File: src/rtl/bus_load_bank_if.sv
// rtl/bus_load_bank_if.sv - common-bus destination signals: register strobes, register readback, memory-write handshake
interface bus_load_bank_if #(
    parameter int ADDR_W = 12,
    parameter int DATA_W = 16
);
    logic [DATA_W-1:0] bus_data;
    logic              ld_ar, inr_ar, clr_ar;
    logic              ld_pc, inr_pc, clr_pc;
    logic              ld_dr, inr_dr, clr_dr;
    logic              ld_ac, inr_ac, clr_ac;
    logic              ld_ir;
    logic              ld_tr, inr_tr, clr_tr;
    logic              mem_wr_req;
    logic              mem_wr_ack;

    logic [ADDR_W-1:0] ar_outdata;
    logic [ADDR_W-1:0] pc_outdata;
    logic [DATA_W-1:0] dr_outdata;
    logic [DATA_W-1:0] ac_outdata;
    logic [DATA_W-1:0] ir_outdata;
    logic [DATA_W-1:0] tr_outdata;
    logic              mem_write;
    logic [ADDR_W-1:0] mem_addr;
    logic [DATA_W-1:0] mem_wdata;
    logic              wr_done;
    logic              busy;
    logic              err_conflict;

    modport slave (
        input  bus_data,
        input  ld_ar, inr_ar, clr_ar,
        input  ld_pc, inr_pc, clr_pc,
        input  ld_dr, inr_dr, clr_dr,
        input  ld_ac, inr_ac, clr_ac,
        input  ld_ir,
        input  ld_tr, inr_tr, clr_tr,
        input  mem_wr_req, mem_wr_ack,
        output ar_outdata, pc_outdata, dr_outdata, ac_outdata, ir_outdata, tr_outdata,
        output mem_write, mem_addr, mem_wdata, wr_done, busy, err_conflict
    );

    modport master (
        output bus_data,
        output ld_ar, inr_ar, clr_ar,
        output ld_pc, inr_pc, clr_pc,
        output ld_dr, inr_dr, clr_dr,
        output ld_ac, inr_ac, clr_ac,
        output ld_ir,
        output ld_tr, inr_tr, clr_tr,
        output mem_wr_req, mem_wr_ack,
        input  ar_outdata, pc_outdata, dr_outdata, ac_outdata, ir_outdata, tr_outdata,
        input  mem_write, mem_addr, mem_wdata, wr_done, busy, err_conflict
    );
endinterface

File: src/rtl/bus_load_bank.sv
// rtl/bus_load_bank.sv - AR/PC/DR/AC/IR/TR bus destination registers plus single-outstanding memory-write engine
// Optional control-conflict checker enabled by defining BUS_CONFLICT_CHECK_EN.
module bus_load_bank #(
    parameter int ADDR_W = 12,
    parameter int DATA_W = 16
) (
    input  logic            CLK,
    input  logic            RST,
    bus_load_bank_if.slave  bus
);
    typedef enum logic [1:0] {
        S_IDLE = 2'd0,
        S_WAIT = 2'd1,
        S_DONE = 2'd2
    } wr_state_e;

    logic [ADDR_W-1:0] ar_q, ar_d;
    logic [ADDR_W-1:0] pc_q, pc_d;
    logic [DATA_W-1:0] dr_q, dr_d;
    logic [DATA_W-1:0] ac_q, ac_d;
    logic [DATA_W-1:0] ir_q, ir_d;
    logic [DATA_W-1:0] tr_q, tr_d;

    wr_state_e         state_q, state_d;
    logic              capture;
    logic [ADDR_W-1:0] mem_addr_q;
    logic [DATA_W-1:0] mem_wdata_q;

    // Each register resolves its own strobes: clr > ld > inr > hold.
    always_comb begin
        ar_d = ar_q;
        if (bus.clr_ar)      ar_d = '0;
        else if (bus.ld_ar)  ar_d = bus.bus_data[ADDR_W-1:0];
        else if (bus.inr_ar) ar_d = ar_q + ADDR_W'(1);

        pc_d = pc_q;
        if (bus.clr_pc)      pc_d = '0;
        else if (bus.ld_pc)  pc_d = bus.bus_data[ADDR_W-1:0];
        else if (bus.inr_pc) pc_d = pc_q + ADDR_W'(1);

        dr_d = dr_q;
        if (bus.clr_dr)      dr_d = '0;
        else if (bus.ld_dr)  dr_d = bus.bus_data;
        else if (bus.inr_dr) dr_d = dr_q + DATA_W'(1);

        ac_d = ac_q;
        if (bus.clr_ac)      ac_d = '0;
        else if (bus.ld_ac)  ac_d = bus.bus_data;
        else if (bus.inr_ac) ac_d = ac_q + DATA_W'(1);

        ir_d = ir_q;
        if (bus.ld_ir)       ir_d = bus.bus_data;

        tr_d = tr_q;
        if (bus.clr_tr)      tr_d = '0;
        else if (bus.ld_tr)  tr_d = bus.bus_data;
        else if (bus.inr_tr) tr_d = tr_q + DATA_W'(1);
    end

    always_ff @(posedge CLK or posedge RST) begin
        if (RST) begin
            ar_q <= '0;
            pc_q <= '0;
            dr_q <= '0;
            ac_q <= '0;
            ir_q <= '0;
            tr_q <= '0;
        end else begin
            ar_q <= ar_d;
            pc_q <= pc_d;
            dr_q <= dr_d;
            ac_q <= ac_d;
            ir_q <= ir_d;
            tr_q <= tr_d;
        end
    end

    // Requests are only accepted in IDLE; ack only counts once WAIT is reached.
    always_comb begin
        state_d = state_q;
        capture = 1'b0;
        case (state_q)
            S_IDLE: begin
                if (bus.mem_wr_req) begin
                    state_d = S_WAIT;
                    capture = 1'b1;
                end
            end
            S_WAIT: begin
                if (bus.mem_wr_ack) state_d = S_DONE;
            end
            S_DONE:  state_d = S_IDLE;
            default: state_d = S_IDLE;
        endcase
    end

    // Address is the AR value before this edge, so a same-cycle ld_ar does not leak in.
    always_ff @(posedge CLK or posedge RST) begin
        if (RST) begin
            state_q     <= S_IDLE;
            mem_addr_q  <= '0;
            mem_wdata_q <= '0;
        end else begin
            state_q <= state_d;
            if (capture) begin
                mem_addr_q  <= ar_q;
                mem_wdata_q <= bus.bus_data;
            end
        end
    end

    assign bus.ar_outdata = ar_q;
    assign bus.pc_outdata = pc_q;
    assign bus.dr_outdata = dr_q;
    assign bus.ac_outdata = ac_q;
    assign bus.ir_outdata = ir_q;
    assign bus.tr_outdata = tr_q;
    assign bus.mem_addr   = mem_addr_q;
    assign bus.mem_wdata  = mem_wdata_q;
    assign bus.mem_write  = (state_q == S_WAIT);
    assign bus.wr_done    = (state_q == S_DONE);
    assign bus.busy       = (state_q != S_IDLE);

`ifdef BUS_CONFLICT_CHECK_EN
    logic err_q;
    logic conflict_now;

    function automatic logic multi_hot(input logic a, input logic b, input logic c);
        return (a & b) | (a & c) | (b & c);
    endfunction

    always_comb begin
        conflict_now = multi_hot(bus.ld_ar, bus.inr_ar, bus.clr_ar)
                     | multi_hot(bus.ld_pc, bus.inr_pc, bus.clr_pc)
                     | multi_hot(bus.ld_dr, bus.inr_dr, bus.clr_dr)
                     | multi_hot(bus.ld_ac, bus.inr_ac, bus.clr_ac)
                     | multi_hot(bus.ld_tr, bus.inr_tr, bus.clr_tr)
                     | (bus.mem_wr_req & bus.busy);
    end

    always_ff @(posedge CLK or posedge RST) begin
        if (RST) err_q <= 1'b0;
        else     err_q <= err_q | conflict_now;
    end

    assign bus.err_conflict = err_q;
`else
    assign bus.err_conflict = 1'b0;
`endif

endmodule

File: src/flat_wrapper.sv
// flat-port wrapper written by rule: the top's interface ports become plain ports
module bus_load_bank_flat 
#(
    parameter int ADDR_W = 12,
    parameter int DATA_W = 16
)
  (CLK, RST, bus_bus_data, bus_ld_ar, bus_inr_ar, bus_clr_ar, bus_ld_pc, bus_inr_pc, bus_clr_pc, bus_ld_dr, bus_inr_dr, bus_clr_dr, bus_ld_ac, bus_inr_ac, bus_clr_ac, bus_ld_ir, bus_ld_tr, bus_inr_tr, bus_clr_tr, bus_mem_wr_req, bus_mem_wr_ack, bus_ar_outdata, bus_pc_outdata, bus_dr_outdata, bus_ac_outdata, bus_ir_outdata, bus_tr_outdata, bus_mem_write, bus_mem_addr, bus_mem_wdata, bus_wr_done, bus_busy, bus_err_conflict);
  bus_load_bank_if #(.ADDR_W(ADDR_W), .DATA_W(DATA_W)) bus_i ();
  input  logic CLK;
  input  logic RST;
  input wire logic [$bits(bus_i.bus_data)-1:0] bus_bus_data;
  input wire logic [$bits(bus_i.ld_ar)-1:0] bus_ld_ar;
  input wire logic [$bits(bus_i.inr_ar)-1:0] bus_inr_ar;
  input wire logic [$bits(bus_i.clr_ar)-1:0] bus_clr_ar;
  input wire logic [$bits(bus_i.ld_pc)-1:0] bus_ld_pc;
  input wire logic [$bits(bus_i.inr_pc)-1:0] bus_inr_pc;
  input wire logic [$bits(bus_i.clr_pc)-1:0] bus_clr_pc;
  input wire logic [$bits(bus_i.ld_dr)-1:0] bus_ld_dr;
  input wire logic [$bits(bus_i.inr_dr)-1:0] bus_inr_dr;
  input wire logic [$bits(bus_i.clr_dr)-1:0] bus_clr_dr;
  input wire logic [$bits(bus_i.ld_ac)-1:0] bus_ld_ac;
  input wire logic [$bits(bus_i.inr_ac)-1:0] bus_inr_ac;
  input wire logic [$bits(bus_i.clr_ac)-1:0] bus_clr_ac;
  input wire logic [$bits(bus_i.ld_ir)-1:0] bus_ld_ir;
  input wire logic [$bits(bus_i.ld_tr)-1:0] bus_ld_tr;
  input wire logic [$bits(bus_i.inr_tr)-1:0] bus_inr_tr;
  input wire logic [$bits(bus_i.clr_tr)-1:0] bus_clr_tr;
  input wire logic [$bits(bus_i.mem_wr_req)-1:0] bus_mem_wr_req;
  input wire logic [$bits(bus_i.mem_wr_ack)-1:0] bus_mem_wr_ack;
  output wire logic [$bits(bus_i.ar_outdata)-1:0] bus_ar_outdata;
  output wire logic [$bits(bus_i.pc_outdata)-1:0] bus_pc_outdata;
  output wire logic [$bits(bus_i.dr_outdata)-1:0] bus_dr_outdata;
  output wire logic [$bits(bus_i.ac_outdata)-1:0] bus_ac_outdata;
  output wire logic [$bits(bus_i.ir_outdata)-1:0] bus_ir_outdata;
  output wire logic [$bits(bus_i.tr_outdata)-1:0] bus_tr_outdata;
  output wire logic [$bits(bus_i.mem_write)-1:0] bus_mem_write;
  output wire logic [$bits(bus_i.mem_addr)-1:0] bus_mem_addr;
  output wire logic [$bits(bus_i.mem_wdata)-1:0] bus_mem_wdata;
  output wire logic [$bits(bus_i.wr_done)-1:0] bus_wr_done;
  output wire logic [$bits(bus_i.busy)-1:0] bus_busy;
  output wire logic [$bits(bus_i.err_conflict)-1:0] bus_err_conflict;
  assign bus_i.bus_data = bus_bus_data;
  assign bus_i.ld_ar = bus_ld_ar;
  assign bus_i.inr_ar = bus_inr_ar;
  assign bus_i.clr_ar = bus_clr_ar;
  assign bus_i.ld_pc = bus_ld_pc;
  assign bus_i.inr_pc = bus_inr_pc;
  assign bus_i.clr_pc = bus_clr_pc;
  assign bus_i.ld_dr = bus_ld_dr;
  assign bus_i.inr_dr = bus_inr_dr;
  assign bus_i.clr_dr = bus_clr_dr;
  assign bus_i.ld_ac = bus_ld_ac;
  assign bus_i.inr_ac = bus_inr_ac;
  assign bus_i.clr_ac = bus_clr_ac;
  assign bus_i.ld_ir = bus_ld_ir;
  assign bus_i.ld_tr = bus_ld_tr;
  assign bus_i.inr_tr = bus_inr_tr;
  assign bus_i.clr_tr = bus_clr_tr;
  assign bus_i.mem_wr_req = bus_mem_wr_req;
  assign bus_i.mem_wr_ack = bus_mem_wr_ack;
  assign bus_ar_outdata = bus_i.ar_outdata;
  assign bus_pc_outdata = bus_i.pc_outdata;
  assign bus_dr_outdata = bus_i.dr_outdata;
  assign bus_ac_outdata = bus_i.ac_outdata;
  assign bus_ir_outdata = bus_i.ir_outdata;
  assign bus_tr_outdata = bus_i.tr_outdata;
  assign bus_mem_write = bus_i.mem_write;
  assign bus_mem_addr = bus_i.mem_addr;
  assign bus_mem_wdata = bus_i.mem_wdata;
  assign bus_wr_done = bus_i.wr_done;
  assign bus_busy = bus_i.busy;
  assign bus_err_conflict = bus_i.err_conflict;
  bus_load_bank #(.ADDR_W(ADDR_W), .DATA_W(DATA_W)) u_core (.CLK(CLK), .RST(RST), .bus(bus_i));
endmodule
File: config.mk
export PLATFORM = sky130hd
export DESIGN_NAME = bus_load_bank_flat
export DESIGN_NICKNAME = d
export VERILOG_FILES = /design/src/rtl/bus_load_bank_if.sv /design/src/rtl/bus_load_bank.sv /design/src/flat_wrapper.sv
export SDC_FILE = /design/constraint.sdc
export NUM_CORES = 1
export LEC_CHECK = 0
export ABC_AREA = 1
export CORE_MARGIN = 4
export CORE_UTILIZATION = 30
export DETAILED_ROUTE_END_ITERATION = 7
export PLACE_DENSITY = 0.63
export SLEW_MARGIN = 20
export SYNTH_ARGS = -nofsm -noshare
export SYNTH_HDL_FRONTEND = slang
export SYNTH_SLANG_ARGS = --single-unit
export TNS_END_PERCENT = 1
File: constraint.sdc
create_clock -name CLK -period 11.9 [get_ports CLK]
set_input_delay 2.975 -clock CLK [delete_from_list [all_inputs] [get_ports CLK]]
set_output_delay 2.975 -clock CLK [all_outputs]
set_load 0.01 [all_outputs]
# --- Yosys cells after proc, flatten, opt, wreduce, memory -nomap -nowiden ---
# Index checks and enable logic that the tools add are counted.
totals:
  reg_bits: 118
  output_inout_bits: 120
  input_bits: 36
  elab_cells: 46
classes:
  muxes: 20
  reduce_logical: 8
  n_addsub: 5
  n_eq_ne: 4
op_table:
  columns: ["operator", "n"]
  rows:
  - ["$mux 16", 9]
  - ["$mux 12", 6]
  - ["$add 16x1->16 const B", 3]
  - ["$add 12x1->12 const B", 2]
  - ["$reduce_bool 3->1", 5]
  - ["$mux 2", 2]
  - ["$ne 2x2->1 const B", 2]
  - ["$pmux 2 s2", 1]
  - ["$eq 2x1->1 const B", 1]
  - ["$eq 2x2->1 const B", 1]
  - ["$logic_not 2->1", 1]
  - ["$mux 1", 2]
  - ["$reduce_and 2->1", 1]
  - ["$reduce_bool 2->1", 1]

# --- Depth between registers and ports, before layout ---
# Gate-level depths: netlist of the first run.
logic_depth:
  word_depth: 4
  ltp_mapped: 10
  ltp_nobuf: 10

# --- Worst setup path after synthesis of the first run ---
# No wires, ideal clock.
synth_path:
  path_type: "input port to flip-flop"
  startpoint: "input port bus_ld_ar"
  endpoint: "register u_core.ar_q[11] (netlist: u_core.bus.ar_outdata[11])"
  arrival_ns: 3.648
  required_ns: 11.777
  setup_ns: 0.123
  n_path_buf: 2
  stages: 6
  setup_slack_ns: 8.129
  path_cell_list: "buf_4 inv_1 buf_2 nand2_1 o21ai_0 nand2_1"
synth_between:
  elab_chain_cells: 2
  word_cells_on_any_way: 3
  classes_between: "mux (2); reduce/logical (1)"
synth_lines:
  columns: ["element", "line", "source"]
  rows:
  - ["start, declared", "flat_wrapper.sv:12", "input wire logic [$bits(bus_i.ld_ar)-1:0] bus_ld_ar;"]
  - ["$mux 12", "bus_load_bank.sv:33", "else if (bus.ld_ar) ar_d = bus.bus_data[ADDR_W-1:0];"]
  - ["$mux 12", "bus_load_bank.sv:32", "if (bus.clr_ar) ar_d = '0;"]
  - ["end signal, assigned", "bus_load_bank.sv:69", "ar_q <= ar_d;"]
  - ["end, declared", "bus_load_bank.sv:17", "logic [ADDR_W-1:0] ar_q, ar_d;"]
# Several ways; a longest one is shown, not always the timed one.
# A chain may end at the register's enable or synchronous reset.

# --- Final worst setup path of the first run ---
layout_path:
  startpoint: "input port bus_ld_tr"
  endpoint: "register u_core.tr_q[2] (netlist: u_core.bus.tr_outdata[2])"
layout_between:
  elab_chain_cells: 2
  word_cells_on_any_way: 3
  classes_between: "mux (2); reduce/logical (1)"
layout_lines:
  columns: ["element", "line", "source"]
  rows:
  - ["start, declared", "flat_wrapper.sv:25", "input wire logic [$bits(bus_i.ld_tr)-1:0] bus_ld_tr;"]
  - ["$mux 16", "bus_load_bank.sv:56", "else if (bus.ld_tr) tr_d = bus.bus_data;"]
  - ["$mux 16", "bus_load_bank.sv:55", "if (bus.clr_tr) tr_d = '0;"]
  - ["end signal, assigned", "bus_load_bank.sv:74", "tr_q <= tr_d;"]
  - ["end, declared", "bus_load_bank.sv:22", "logic [DATA_W-1:0] tr_q, tr_d;"]
# Several ways; a longest one is shown, not always the timed one.

==> results of run 1 <==
state kept, by name (all words and copies together) (netlist names):
register	cells
u_core.bus.pc_outdata	12
u_core.bus.mem_wdata	16
u_core.bus.mem_addr	12
u_core.bus.ac_outdata	16
u_core.bus.tr_outdata	16
u_core.state_q	2
u_core.bus.ar_outdata	12
u_core.bus.dr_outdata	16
u_core.bus.ir_outdata	16
cells in the mapped netlist (all sizes together):
cell | count | area [um^2]
inv | 124 | 473.0
nor2 | 86 | 362.8
ha | 5 | 62.56
a22o | 3 | 26.28
or2 | 1 | 6.260
a21oi | 82 | 417.9
nand2 | 280 | 1121
o22ai | 6 | 37.54
o31ai | 1 | 12.51
clkinv | 1 | 3.750
dfrtp | 118 | 2953
mux2 | 1 | 11.26
o21ai | 113 | 565.6
conb | 1 | 3.750
nor3 | 4 | 31.28
buf | 20 | 138.9
nand4 | 10 | 62.56
clkbuf | 7 | 26.28
o211ai | 3 | 22.52
nand3 | 75 | 375.4
power groups by stage:
stage	logic [mW]	clock network, mW	registers [mW]
2_1_floorplan	0.126	0	0.546
3_3_place_gp	0.338	0	0.525
3_5_place_dp	0.342	0	0.526
4_1_cts	0.343	0.560	0.520
5_1_grt	0.373	0.577	0.530
6_report	0.338	0.550	0.520
cells by family after synthesis:
group / Yosys count / share of synthesized area, %
other: 1 / 0.05585
adders and majority gates: 5 / 0.9318
buffers and inverters: 152 / 9.560
muxes: 1 / 0.1677
AOI/OAI and AO/OA: 208 / 16.12
DFF: 118 / 43.98
and+or+nand+nor: 456 / 29.18
metrics by stage:
stage               hold WS (ns)  power (mW)  util [%]  area [um^2]  setup slack [ns]
global placement          0.4672      0.8626     38.64         8458             6.919
detailed placement        0.4720      0.8671     38.64         8458             6.913
global route              0.5087       1.479     41.49         9082             7.180
CTS                       0.4857       1.423     41.50         9084             7.350
finish                    0.4825       1.408     41.49         9082             7.317
floorplan                 0.5166      0.6721         -         6714             5.796
per-layer routing:
metal	GRT usage (%)	vias up	part of all wire, %
li1	-	3332	-
met1	24.89	3193	45
met2	28.39	208	46
met3	3.745	25	6.2
met4	5.653	0	2.2
met5	0	-	0
worst max-delay path, stage by stage:
cell and delay [ns]:
clkdlybuf4s50_1 0.95, inv_4 0.21, nand2_4 0.19, clkinv_1 0.29, nand2_1 0.16, o31ai_2 0.07
cell type report:
cell class	count	area (um^2)
Multi-Input combinational cell	671	3119
Timing Repair Buffer	156	1555
Fill cell	2243	12810
Sequential cell	118	2953
Tap cell	280	350.3
Inverter	125	479.2
Clock inverter	9	147.6
Clock buffer	23	478.0
worst max-delay path by stage:
stage / slack, ns / to / start
floorplan: 5.80 / u_core.bus.ac_outdata[0]$_DFFE_PP0P_ / RST
global placement: 6.92 / u_core.bus.tr_outdata[2]$_DFFE_PP0P_ / bus_ld_tr
detailed placement: 6.91 / u_core.bus.tr_outdata[2]$_DFFE_PP0P_ / bus_ld_tr
CTS: 7.35 / u_core.bus.tr_outdata[2]$_DFFE_PP0P_ / bus_ld_tr
global route: 7.18 / u_core.bus.dr_outdata[5]$_DFFE_PP0P_ / bus_ld_dr
finish: 7.32 / u_core.bus.tr_outdata[2]$_DFFE_PP0P_ / bus_ld_tr
cells in the final DEF, fill, tap and decap left out, types with 4 or more instances in the layout:
cell type        instances
nand3_1                 75
nand2_2                  7
clkdlybuf4s50_1        153
o21ai_1                 14
bufinv_16                4
ha_1                     5
a21oi_1                 80
clkbuf_16               17
o22ai_1                  6
nor2_2                  13
nor2_1                  72
inv_1                  114
dfrtp_1                118
inv_2                    6
nand4_1                 10
o21ai_0                 99
nand2_4                  7
clkinv_2                 4
inv_4                    4
nand2_1                266
==> flow_metrics.py, run 1 <==
metrics = {
    "status": {
        "status": "complete, no violations",
    },
    "critical_path": {
        "cp-end-kind": "flop",
        "crit_fanout": 19,
        "required_ns": 12.19,
        "reg2reg_to": "u_core.bus.ar_outdata[10]$_DFFE_PP0P_",
        "r2r_slack_ns": 10.41,
        "crit_arrival_ns": 4.87,
        "worstReg2RegStart": "u_core.bus.ar_outdata[0]$_DFFE_PP0P_",
        "worstRegToRegCells": 10,
        "critPathLaunchType": "input pin",
        "critPathKind": "input pin to flop",
    },
    "clock_tree": {
        "clkLatencyLatePin_ns": 0.41,
        "cts_root_buf": "clkbuf_16",
        "clkSinkCount": 118,
        "ctsHoldBuffers": 0,
        "cts_setup_buffers": 0,
        "cts_resized": 0,
        "clkTransAtPathRegs_ns": 0.06,
        "cts_buffers": 17,
        "cts_tree": "done",
        "cts_buffer_depth": 2,
        "cts.htree.levels": 4,
    },
    "timing": {
        "fin_crit_ns": 4.583,
        "hold_viol": 0,
        "worstMarginPinSlew_ns": 0.7963,
        "setup_tns_ns": 0,
        "slew_viol_final": 0,
        "setup_viol_count_final": 0,
        "fin_worst_skew_ns": 0.006194,
        "min_period_over_period_pct": 38.51,
        "rsz0062_at_grt": "false",
        "fmax_mhz": 218.2,
        "slew_headroom_pct": 46.74,
    },
    "finish": {
        "final_cells": 1382,
        "syn2layout_area_growth_pct": 35.28,
        "diodes": 0,
        "drive_gt1_share_pct": 6.897,
        "final_nets": 1130,
    },
    "synth": {
        "syn_area_um2": 6714,
        "ys_types": 31,
        "syn_inst": 941,
        "yosys_warnings": 0,
        "synth_fp_nets": 982,
        "avgSynthCellArea_um2": 7.135,
        "yosys_register_bits": 118,
        "ys_seq_area_share_pct": 43.98,
    },
    "die": {
        "start_util_pct": 30.67,
        "fp-row-count": 54,
        "die-area_um2": 24840,
        "die_h_um": 157.6,
        "pin_count": 156,
        "die_w_um": 157.6,
        "core-area_um2": 21890,
    },
    "power_and_ir_drop": {
        "internal_power_mw": 0.9962,
        "powerDensity_nw_per_um2": 155.0,
        "pwr-share-clk_pct": 39.1,
        "combPwrFrac_pct": 24.0,
        "p_seq_share_pct": 36.9,
        "swShare_pct": 29.23,
        "cellLeakagePower_nw": 4.148,
        "switching_power_mw": 0.4114,
        "ir_drop_v": 0.00008409,
    },
    "job": {
        "maxCapViolations": 0,
    },
    "drt": {
        "route.detailed.drc": 0,
        "drt_wl_total_um": 22380,
        "drt_first_pass_iters": 6,
        "routed_via_density": 4.890,
        "drt_iter0_markers": 408,
        "vias": 6758,
        "drtAntennaViolNets": 0,
        "wl_per_cell_um": 16.19,
    },
    "placed_design": {
        "dp.cells": 1350,
        "port_buffers": 154,
        "gp_congestion": 0.8731,
        "dp_hpwl_um": 15240,
    },
    "global_route": {
        "grt_max_degree": 80,
        "first_global_vias": 6241,
        "antenna_found_initial": 0,
        "grtUsageTotal_pct": 17.99,
        "gr-total-overflow": 0,
        "grt_first_pass_wirelength_um": 34910,
    },
    "min_path": {
        "hold_depth": 2,
        "hp-class": "flop to flop",
        "holdCritStartpoint": "u_core.bus.mem_addr[3]$_DFFE_PP0P_",
        "hold_end": "u_core.bus.mem_addr[3]$_DFFE_PP0P_",
    },
}
(Power assumes the default switching activity.)
==> run 2: changes to the inputs <==
--- a/config.mk
+++ b/config.mk
@@ -9,7 +9,7 @@
 export CORE_MARGIN = 4
 export CORE_UTILIZATION = 30
 export DETAILED_ROUTE_END_ITERATION = 7
-export PLACE_DENSITY = 0.63
+export PLACE_DENSITY = 0.64
 export SLEW_MARGIN = 20
 export SYNTH_ARGS = -nofsm -noshare
 export SYNTH_HDL_FRONTEND = slang
==> constraint.sdc (replaced) <==
create_clock -name CLK -period 3.9 [get_ports CLK]
set_input_delay 0.975 -clock CLK [delete_from_list [all_inputs] [get_ports CLK]]
set_output_delay 0.975 -clock CLK [all_outputs]
set_load 0.01 [all_outputs]
==> flow_metrics.py, run 2 (same netlist as run 1, synthesis figures left out) <==
metrics = {
    "clock_tree": {
        "cts_setup_buffers": 0,
        "clkSinkCount": 118,
        "clkLatencyLatePin_ns": 0.41,
        "cts_tree": "done",
        "cts.htree.levels": 4,
        "ctsHoldBuffers": 0,
        "cts_buffers": 17,
        "cts_resized": 0,
        "clkTransAtPathRegs_ns": 0.06,
        "cts_buffer_depth": 2,
        "cts_root_buf": "clkbuf_16",
    },
    "placed_design": {
        "dp_hpwl_um": 15470,
        "gp_congestion": 0.8616,
        "port_buffers": 154,
    },
    "critical_path": {
        "path_buf_inv": 2,
        "crit_arrival_ns": 2.92,
        "cp_top_family": "buffers and inverters",
        "cp-end-kind": "flop",
        "path_cells": "clkdlybuf4s50_1 > inv_4 > nand2_4 > nand2_4 > a21oi_1 > o21ai_0 > o21ai_0",
        "startpoint": "bus_ld_ac",
        "crit_fanout": 19,
        "worstReg2RegStart": "u_core.state_q[0]$_DFFE_PP0P_",
        "critPathLaunchType": "input pin",
        "required_ns": 4.23,
        "r2r_slack_ns": 2.32,
        "critPathKind": "input pin to flop",
        "cp_slowest_stage_delay_ns": 1.00,
        "crit_slowest_cell": "clkdlybuf4s50_1",
    },
    "finish": {
        "final_common_cell": "nand2_1",
        "drive_gt1_share_pct": 7.505,
        "n_fill_cell": 2270,
        "layout_common_cells": "nand2_1 (266), clkdlybuf4s50_1 (153), dfrtp_1 (118)",
        "syn2layout_area_growth_pct": 35.82,
        "diodes": 0,
        "fin_util_pct": 41.66,
        "final_nets": 1134,
    },
    "drt": {
        "drt_iter0_markers": 420,
        "route.detailed.drc": 0,
        "routed_via_density": 4.910,
        "wl_per_cell_um": 16.31,
        "vias": 6805,
        "drtAntennaViolNets": 0,
        "drt_wl_total_um": 22610,
        "drt_first_pass_iters": 5,
    },
    "global_route": {
        "gr-usage-met3_pct": 4.073,
        "antenna_found_initial": 0,
        "grt_use_met2_pct": 27.74,
        "busiest_layer": "met2",
        "grtUsageTotal_pct": 18.28,
        "met1_usage_pct": 25.94,
        "gr-total-overflow": 0,
        "first_global_vias": 6414,
        "grt_first_pass_wirelength_um": 35370,
        "grt_max_degree": 60,
    },
    "min_path": {
        "holdCritStartpoint": "u_core.bus.mem_addr[6]$_DFFE_PP0P_",
        "hp-class": "flop to flop",
    },
    "job": {
        "maxCapViolations": 0,
    },
    "timing": {
        "worstMarginPinSlew_ns": 0.8218,
        "fin_crit_ns": 2.589,
        "min_period_over_period_pct": 66.38,
        "rsz0062_at_grt": "false",
        "slew_viol_final": 0,
        "setup_viol_count_final": 0,
        "setup_tns_ns": 0,
        "fin_worst_skew_ns": 0.009720,
        "slew_headroom_pct": 45.04,
        "hold_viol": 0,
        "fmax_mhz": 386.3,
    },
    "die": {
        "die-area_um2": 24840,
        "core-area_um2": 21890,
        "die_h_um": 157.6,
        "die_w_um": 157.6,
        "fp-row-count": 54,
        "pin_count": 156,
        "start_util_pct": 30.67,
    },
    "power_and_ir_drop": {
        "ir_drop_v": 0.0002658,
        "cellLeakagePower_nw": 4.153,
        "powerDensity_nw_per_um2": 471.0,
    },
    "status": {
        "status": "complete, no violations",
    },
}
## run 2: cell count changes in the layout (fill, tap and decap cells not counted)
cell and change:
clkinvlp_4 +5, buf_4 +4, clkbuf_1 -3, clkbuf_8 -2, buf_12 +1, buf_6 -1
clkinv_2 +1, inv_4 -1
## run 2: cell type report
| class | instances | area (um^2) | share of cell area [%] |
|---|---|---|---|
| flip-flops and latches | 118 | 2953 | 32.38 |
| repair buffers | 160 | 1594 | 17.48 |
| multi-input cells | 671 | 3119 | 34.21 |
| well taps | 280 | 350.3 | 3.842 |
| clock buffers | 18 | 439.2 | 4.816 |
| clock inverters | 14 | 182.7 | 2.003 |
| inverters | 125 | 480.5 | 5.269 |
## run 2: per-layer routing
| metal | vias up | part of all wire [%] |
|---|---|---|
| li1 | 3350 | - |
| met1 | 3169 | 46 |
| met2 | 257 | 45 |
| met3 | 29 | 7.5 |
| met4 | 0 | 2.0 |
| met5 | - | 0 |
## run 2: stage by stage
stage,std cells,instance area (um^2),hold slack (ns),power (mW),setup slack (ns)
final,1386,9119,0.4820,4.295,1.311
after floorplan,941,6718,0.5166,2.051,1.484
after CTS,1386,9124,0.4868,4.338,1.390
after global placement,1354,8502,0.4654,2.633,1.009
after detailed placement,1354,8502,0.4728,2.652,0.9569
after global routing,1386,9119,0.5026,4.511,1.241
## run 2: path summary, 6_finish.rpt
path                            depth (start not counted)                                     to
worst min-delay path                                    2     u_core.bus.mem_addr[6]$_DFFE_PP0P_
worst max register to register                          5    u_core.bus.mem_wdata[6]$_DFFE_PP0P_
worst min register to register                          2     u_core.bus.mem_addr[6]$_DFFE_PP0P_
max in group asynchronous                               3  u_core.bus.ac_outdata[11]$_DFFE_PP0P_
worst max-delay path                                    7   u_core.bus.ac_outdata[5]$_DFFE_PP0P_
min in group asynchronous                               2     u_core.bus.mem_addr[2]$_DFFE_PP0P_
## run 2: power by group
part	switching, mW	total (mW)	internal [mW]
Combinational	0.528	1.04	0.508
Clock	0.591	1.67	1.08
Sequential	0.170	1.59	1.42
Total	1.29	4.29	3.01
## run 2: worst register-to-register path, cell delays in order (launching register included)
cell	delay (ns)
dfrtp_1	0.39
nor2_1	0.12
nand2_1	0.35
buf_4	0.39
nand2_1	0.09
o21ai_0	0.08
==> run 3: changes to the inputs <==
==> constraint.sdc (replaced) <==
create_clock -name CLK -period 2.3 [get_ports CLK]
set_input_delay 0.575 -clock CLK [delete_from_list [all_inputs] [get_ports CLK]]
set_output_delay 0.575 -clock CLK [all_outputs]
set_load 0.01 [all_outputs]
==> flow_metrics.py, run 3 (same netlist as run 1, synthesis figures left out) <==
metrics = {
    "min_path": {
        "hp-class": "flop to flop",
    },
    "power_and_ir_drop": {
        "powerDensity_nw_per_um2": 802.0,
        "ir_drop_v": 0.0004371,
        "cellLeakagePower_nw": 4.194,
    },
    "critical_path": {
        "critPathLaunchType": "flop",
        "critPathKind": "flop to primary output",
        "path_buf_inv": 3,
        "crit_fanout": 3,
        "cp_slowest_stage_delay_ns": 0.53,
        "required_ns": 1.73,
        "crit_slowest_cell": "clkdlybuf4s50_1",
        "cp_top_family": "buffers and inverters",
        "crit_arrival_ns": 1.52,
        "path_cells": "inv_1 > nand2_1 > inv_1 > clkdlybuf4s50_1",
        "cp-end-kind": "primary output",
        "worst_path_most_repeated_cell": "inv_1",
    },
    "die": {
        "die_w_um": 157.6,
        "start_util_pct": 30.67,
        "pin_count": 156,
        "fp-row-count": 54,
        "die-area_um2": 24840,
        "die_h_um": 157.6,
        "core-area_um2": 21890,
    },
    "timing": {
        "setup_tns_ns": 0,
        "fmax_mhz": 476.8,
        "slew_headroom_pct": 61.96,
        "worstMarginPinSlew_ns": 0.5707,
        "fin_worst_skew_ns": 0.009934,
        "fin_crit_ns": 2.097,
        "min_period_over_period_pct": 91.19,
        "setup_viol_count_final": 0,
        "slew_viol_final": 0,
        "rsz0062_at_grt": "false",
        "hold_viol": 0,
    },
    "finish": {
        "diodes": 0,
        "final_nets": 1140,
        "drive_gt1_share_pct": 7.561,
        "syn2layout_area_growth_pct": 36.66,
        "final_cells": 1391,
        "layout_common_cells": "nand2_1 (266), clkdlybuf4s50_1 (154), dfrtp_1 (118)",
        "final_common_cell": "nand2_1",
    },
    "clock_tree": {
        "cts_buffers": 17,
        "clkSinkCount": 118,
        "cts_buffer_depth": 2,
        "cts_tree": "done",
        "cts_resized": 0,
        "cts.htree.levels": 4,
        "ctsHoldBuffers": 0,
        "clkLatencyLatePin_ns": 0.42,
        "cts_setup_buffers": 0,
        "cts_root_buf": "clkbuf_16",
        "clkTransAtPathRegs_ns": 0.06,
    },
    "global_route": {
        "grtUsageTotal_pct": 18.18,
        "gr-total-overflow": 0,
        "first_global_vias": 6258,
        "grt_first_pass_wirelength_um": 34910,
        "antenna_found_initial": 0,
        "grt_max_degree": 101,
    },
    "drt": {
        "route.detailed.drc": 0,
        "drtAntennaViolNets": 0,
        "drt_wl_total_um": 22390,
        "vias": 6759,
        "drt_first_pass_iters": 5,
        "drt_iter0_markers": 386,
        "routed_via_density": 4.859,
        "wl_per_cell_um": 16.09,
    },
    "status": {
        "status": "complete, no violations",
    },
    "placed_design": {
        "dp.cells": 1360,
        "port_buffers": 154,
        "gp_congestion": 0.8315,
        "dp_hpwl_um": 15370,
    },
    "job": {
        "maxCapViolations": 0,
    },
}
-- run 3: cell types whose count changed in the layout (fill, tap and decap cells not counted) --
cell,change
buf_2,-1
clkdlybuf4s50_1,+1
clkinv_2,-1
buf_4,+6
clkinvlp_4,-4
clkbuf_1,+3
bufinv_16,+1
-- run 3: final timing paths --
path | endpoint | depth (start not counted) | startpoint | slack (ns)
max | bus_mem_write | 4 | u_core.state_q[1]$_DFFE_PP0P_ | 0.20
min | u_core.bus.mem_addr[6]$_DFFE_PP0P_ | 2 | u_core.bus.mem_addr[6]$_DFFE_PP0P_ | 0.48
max reg2reg | u_core.bus.tr_outdata[10]$_DFFE_PP0P_ | 8 | u_core.bus.tr_outdata[0]$_DFFE_PP0P_ | 0.79
min reg2reg | u_core.bus.mem_addr[6]$_DFFE_PP0P_ | 2 | u_core.bus.mem_addr[6]$_DFFE_PP0P_ | 0.48
max in group asynchronous | u_core.bus.ir_outdata[6]$_DFFE_PP0P_ | 3 | RST | 1.18
min in group asynchronous | u_core.bus.tr_outdata[6]$_DFFE_PP0P_ | 3 | RST | 0.60
-- run 3: layout make-up --
cell class | count | area [um^2]
fill | 2274 | 12720
tap | 280 | 350.3
sequential | 118 | 2953
multi-input combinational | 671 | 3119
inverter | 125 | 480.5
timing repair buffer | 166 | 1644
clock buffer | 21 | 450.4
clock inverter | 10 | 177.7
-- run 3: power breakdown --
part | internal [mW] | leakage [nW] | total (mW) | switching [mW]
clock | 1.94 | 0.307 | 2.90 | 0.967
combinational | 0.872 | 2.40 | 1.77 | 0.896
sequential | 2.41 | 1.49 | 2.69 | 0.280
total | 5.22 | 4.19 | 7.36 | 2.14
-- run 3: tightest hold or removal path: stages (launching register included) --
cell and delay, ns:
dfrtp_1 0.34, nand2_1 0.05, o21ai_0 0.06
-- run 3: per-stage QoR --
stage                     instance area [um^2]  total power, mW  hold slack, ns  util, %  setup slack [ns]
final                                     9175            7.358          0.4801    41.91            0.2026
after global routing                      9175            7.754          0.5102    41.91            0.1396
after CTS                                 9175            7.433          0.4853    41.91            0.1854
after detailed placement                  8547            4.507          0.4719    39.04            0.2906
after global placement                    8547            4.480          0.4663    39.04            0.3013
after floorplan                           6718            3.478          0.5166        -            0.2836
-- run 3: per-layer routing --
metal | up-vias | routed length [um] | global-route usage, %
li1 | 3352 | - | -
met1 | 3161 | 10290 | 25.52
met2 | 225 | 10150 | 28.31
met3 | 21 | 1570 | 4.374
met4 | 0 | 385 | 4.670
met5 | - | 0 | 0
